### src/rtl/state_sequencer_if.sv
// Control and status bundle between the input-conditioning logic and the state sequencer.
interface state_sequencer_if;
    logic       start;
    logic       advance;
    logic       dir;
    logic       abort;
    logic [3:0] state_bus;
    logic       busy;
    logic       step_ack;
    logic       wrap;

    modport master (
        output start, advance, dir, abort,
        input  state_bus, busy, step_ack, wrap
    );

    modport slave (
        input  start, advance, dir, abort,
        output state_bus, busy, step_ack, wrap
    );
endinterface

### src/rtl/state_sequencer.sv
// Six-state ring sequencer (A-F) with a minimum dwell per state and a one-deep step queue.
// All outputs come from registers only; abort wins over start, advance and any queued step.
module state_sequencer #(
    parameter int unsigned DWELL = 4
) (
    input  logic              clk,
    input  logic              reset,
    state_sequencer_if.slave  bus
);
    localparam logic [2:0] ST_IDLE = 3'b000;
    localparam logic [2:0] ST_ILL  = 3'b001;
    localparam logic [2:0] ST_F    = 3'b010;
    localparam logic [2:0] ST_C    = 3'b011;
    localparam logic [2:0] ST_B    = 3'b100;
    localparam logic [2:0] ST_A    = 3'b101;
    localparam logic [2:0] ST_D    = 3'b110;
    localparam logic [2:0] ST_E    = 3'b111;

    localparam logic [3:0] CNT_LOAD = 4'(DWELL - 1);

    logic [2:0] state, state_n;
    logic [3:0] cnt, cnt_n;
    logic       pending, pending_n;
    logic       step_ack, step_ack_n;
    logic       wrap, wrap_n;
    logic       busy;
    logic       step_now;
    logic [2:0] succ;

    assign busy     = (state != ST_IDLE) && (state != ST_ILL);
    assign step_now = busy && (cnt == 4'd0) && (bus.advance || pending) && !bus.abort;

    // Ring successor in the direction sampled at this edge.
    always_comb begin
        succ = ST_IDLE;
        case (state)
            ST_A:    succ = bus.dir ? ST_F : ST_B;
            ST_B:    succ = bus.dir ? ST_A : ST_C;
            ST_C:    succ = bus.dir ? ST_B : ST_D;
            ST_D:    succ = bus.dir ? ST_C : ST_E;
            ST_E:    succ = bus.dir ? ST_D : ST_F;
            ST_F:    succ = bus.dir ? ST_E : ST_A;
            default: succ = ST_IDLE;
        endcase
    end

    always_comb begin
        state_n    = state;
        cnt_n      = cnt;
        pending_n  = pending;
        step_ack_n = 1'b0;
        wrap_n     = 1'b0;
        if (bus.abort || state == ST_ILL) begin
            state_n   = ST_IDLE;
            cnt_n     = 4'd0;
            pending_n = 1'b0;
        end else if (state == ST_IDLE) begin
            if (bus.start) begin
                state_n = ST_A;
                cnt_n   = CNT_LOAD;
            end
        end else if (step_now) begin
            state_n    = succ;
            cnt_n      = CNT_LOAD;
            pending_n  = 1'b0;
            step_ack_n = 1'b1;
            wrap_n     = bus.dir ? (state == ST_A) : (state == ST_F);
        end else if (cnt != 4'd0) begin
            // Early requests collapse into a single queued step.
            cnt_n = cnt - 4'd1;
            if (bus.advance) begin
                pending_n = 1'b1;
            end
        end
    end

    always_ff @(posedge clk or posedge reset) begin
        if (reset) begin
            state    <= ST_IDLE;
            cnt      <= 4'd0;
            pending  <= 1'b0;
            step_ack <= 1'b0;
            wrap     <= 1'b0;
        end else begin
            state    <= state_n;
            cnt      <= cnt_n;
            pending  <= pending_n;
            step_ack <= step_ack_n;
            wrap     <= wrap_n;
        end
    end

    assign bus.state_bus = {state, busy && (cnt == 4'd0)};
    assign bus.busy      = busy;
    assign bus.step_ack  = step_ack;
    assign bus.wrap      = wrap;
endmodule

### src/flat_wrapper.sv
// flat-port wrapper written by rule: the top's interface ports become plain ports
module state_sequencer_flat 
#(
    parameter int unsigned DWELL = 4
)
  (clk, reset, bus_start, bus_advance, bus_dir, bus_abort, bus_state_bus, bus_busy, bus_step_ack, bus_wrap);
  state_sequencer_if bus_i ();
  input  logic clk;
  input  logic reset;
  input wire logic [$bits(bus_i.start)-1:0] bus_start;
  input wire logic [$bits(bus_i.advance)-1:0] bus_advance;
  input wire logic [$bits(bus_i.dir)-1:0] bus_dir;
  input wire logic [$bits(bus_i.abort)-1:0] bus_abort;
  output wire logic [$bits(bus_i.state_bus)-1:0] bus_state_bus;
  output wire logic [$bits(bus_i.busy)-1:0] bus_busy;
  output wire logic [$bits(bus_i.step_ack)-1:0] bus_step_ack;
  output wire logic [$bits(bus_i.wrap)-1:0] bus_wrap;
  assign bus_i.start = bus_start;
  assign bus_i.advance = bus_advance;
  assign bus_i.dir = bus_dir;
  assign bus_i.abort = bus_abort;
  assign bus_state_bus = bus_i.state_bus;
  assign bus_busy = bus_i.busy;
  assign bus_step_ack = bus_i.step_ack;
  assign bus_wrap = bus_i.wrap;
  state_sequencer #(.DWELL(DWELL)) u_core (.clk(clk), .reset(reset), .bus(bus_i));
endmodule
### config.mk
export PLATFORM = sky130hd
export DESIGN_NAME = state_sequencer_flat
export DESIGN_NICKNAME = d
export VERILOG_FILES = /design/src/rtl/state_sequencer_if.sv /design/src/rtl/state_sequencer.sv /design/src/flat_wrapper.sv
export SDC_FILE = /design/constraint.sdc
export NUM_CORES = 1
export LEC_CHECK = 0
export ABC_CLOCK_PERIOD_IN_PS = 3800
export CORE_AREA = 5 5 42 44
export DETAILED_ROUTE_END_ITERATION = 8
export DIE_AREA = 0 0 47 49
export HOLD_SLACK_MARGIN = 0.06
export PLACE_DENSITY = 0.81
export SETUP_SLACK_MARGIN = 0.3
export SYNTH_ARGS = -nofsm -noshare
export SYNTH_HDL_FRONTEND = slang
export SYNTH_SLANG_ARGS = --single-unit
export TNS_END_PERCENT = 5
### constraint.sdc
create_clock -name clk -period 3.8 [get_ports clk]
set_clock_uncertainty 0.15 [all_clocks]
set_input_delay 0.76 -clock clk [delete_from_list [all_inputs] [get_ports clk]]
set_output_delay 0.76 -clock clk [all_outputs]
set_load 0.02 [all_outputs]
==> impl_metrics.ini <==
[placement]
port_buffers = 12
place_hpwl_um = 1090
place.gp.congestion = 0.869

[finish]
synthToLayoutAreaGrowth_pct = 21.3
n_antenna_cell = 0
multi_input_area_um2 = 359
drive_gt1_frac = 0.215
seqCellArea_um2 = 250
num-fill-cells = 131
num-nets-final = 87

[critical_path]
path_cells = inv_1 > ha_1 > or3b_4 > nor2_1 > clkdlybuf4s50_1
crit_slowest_cell = clkdlybuf4s50_1
crit_required_ps = 2890
startpoint_type = flop
path_buf_inv = 2
end_kind = output port
arrival_ps = 2100
setup.worst_path.class = reg2out
path_delay_family = buffers and inverters
critPathMaxFanout = 4
slowest_delay_ps = 630

[drt]
dr.first_iter.drc_count = 18
avgRoutedWirePerCell_um = 15.2
drtPass1Iterations = 4
totalWireLength_um = 1450
vias = 542
ant_nets = 0
drc_errors = 0
viasPerCell = 5.71

[clock_network]
insertion_delay_ps = 270
cts.path.max_buffers = 2
postCtsResizedCells = 0
cts-root-buf = clkbuf_4
post-cts-setup-buffers = 0
ctsHoldBuffers = 0
cts.reportedPaths.clkPinSlew_ps = 60
cts_tree = yes
htreeDepth = 1
cts_buffers = 3
cts.sinks = 10

[sta]
slew_viol_final = 0
worst_pin_slew_ps = 439
tns_ps = 0
hold_viol = 0
post-route-period-util = 0.793
fmax_ghz = 0.332
slew_headroom = 0.708
grt_setup_unrepaired = false
finalSetupViolCount = 0
period_needed_ps = 3010
holdWs_ps = 373

[synthesis]
avgSynthCellArea_um2 = 10.0
synth_area_leader_cell = dfrtp_1
yosysWarnings = 0
async_flop_share = 1.00
syn_area_um2 = 671
ys_ff_latch = 10
synth_top_area_frac = 0.373
synthFlopType = dfrtp_1
ys_types = 34
yosysSeqAreaShare = 0.373
syn_inst = 67
yosys-top-cells-area = dfrtp_1, a221oi_2, buf_6, nor2_1, mux2i_1
synth_edf_count = 0
syn_nets = 74

[floorplanning]
initial_utilization = 0.479
io_pins = 13
die_x_um = 47
die_h_um = 49
coreArea_mm2 = 0.00140
die-area_mm2 = 0.00230
rows = 14

[global_route]
antenna_found_initial = 0
grt_pass1_wl_um = 2480
grt_pass1_vias = 566
grtUsageTotal = 0.147
grt-ovfl-total = 0
grt_max_degree = 11

[power]
power.density_mw_per_mm2 = 493
leakagePower_nw = 0.340
peakVddDrop_uv = 272
power_w = 0.000401

[min_path]
hold_class = reg2reg

[run]
drv_cap = 0

[outcome]
status = completed
-- metal layers --
| metal | vias up | GRT usage | part of all wire |
|---|---|---|---|
| met1 | 247 | 0.174 | 0.38 |
| met4 | 0 | 0.0276 | 0 |
| li1 | 268 | - | - |
| met2 | 27 | 0.238 | 0.53 |
| met5 | - | 0 | 0 |
| met3 | 0 | 0.0701 | 0.091 |
-- layout by cell type (no fill, tap or decap), types with 3 or more instances in the layout --
cell type,count
clkdlybuf4s50_1,12
dfrtp_1,10
nor2_1,6
inv_1,5
nand2_1,4
nor4_1,3
nor3_1,3
a31oi_1,3
a21oi_1,3
clkbuf_4,3
-- cell usage after synthesis, types with 2 or more instances --
cell      number
dfrtp_1       10
nor2_1         6
inv_1          5
nand2_1        4
a21oi_1        3
a31oi_1        3
nor3_1         3
nor4_1         3
a221oi_2       2
buf_6          2
mux2i_1        2
o21ai_1        2
-- registers in the layout, summed over array words and instances (netlist names) --
| name | count |
|---|---|
| u_core.bus.wrap | 1 |
| u_core.pending | 1 |
| u_core.bus.step_ack | 1 |
| u_core.state | 3 |
| u_core.cnt | 4 |
-- stage by stage --
| stage | utilization | std cells | setup slack [ps] | instance area (um^2) |
|---|---|---|---|---|
| 6_report | 0.580 | 95 | 788 | 813 |
| 5_1_grt | 0.580 | 95 | 728 | 813 |
| 4_1_cts | 0.580 | 95 | 798 | 813 |
| 3_5_place_dp | 0.554 | 91 | 1100 | 777 |
| 3_3_place_gp | 0.554 | 91 | 1150 | 777 |
| 2_1_floorplan | - | 67 | 1570 | 671 |
-- report_power, final --
| group | switching (W) | internal (W) | leakage, nW |
|---|---|---|---|
| sequential | 0.0000212 | 0.000119 | 0.134 |
| clock | 0.0000377 | 0.0000582 | 0.0210 |
| combinational | 0.0000908 | 0.0000740 | 0.185 |
-- cells by family (layout without fill, tap and decap cells) --
family                   Yosys count  in the layout  share of synthesized area
AO/OA/AOI/OAI                     17             17                      0.211
XOR/XNOR                           2              2                     0.0261
adder cells (fa/ha/maj)            1              1                     0.0187
buffers and inverters             10             22                     0.0914
flip-flops                        10             10                      0.373
multiplexers                       2              2                     0.0299
AND/OR/NAND/NOR                   25             25                      0.250
-- worst reg2reg max path: cells and delay by family (launching register included) --
kind	cells	cell delay [ps]
muxes	1	120
DFF	1	410
buffers and inverters	1	70
AOI/OAI and AO/OA	2	500
adders and majority gates	1	180
and+or+nand+nor	1	350
-- area by class of cell --
class	instances	share of cell area
repair buffers	12	0.148
clock buffers	4	0.0446
well taps	16	0.0246
flip-flops and latches	10	0.308
multi-input cells	47	0.442
inverters	6	0.0338
-- final timing paths --
| kind | from | end | slack [ps] | depth (start not counted) |
|---|---|---|---|---|
| min reg2reg | u_core.cnt[0]$_DFFE_PP0P_ | u_core.cnt[0]$_DFFE_PP0P_ | 370 | 1 |
| min in group asynchronous | reset | u_core.state[1]$_DFFE_PP0P_ | 620 | 2 |
| max | u_core.cnt[0]$_DFFE_PP0P_ | bus_state_bus[0] | 790 | 5 |
| max reg2reg | u_core.cnt[0]$_DFFE_PP0P_ | u_core.cnt[1]$_DFFE_PP0P_ | 1960 | 6 |
| max in group asynchronous | reset | u_core.cnt[2]$_DFFE_PP0P_ | 2590 | 2 |
| min | u_core.cnt[0]$_DFFE_PP0P_ | u_core.cnt[0]$_DFFE_PP0P_ | 370 | 1 |
Power figures use the tool's default switching activity.
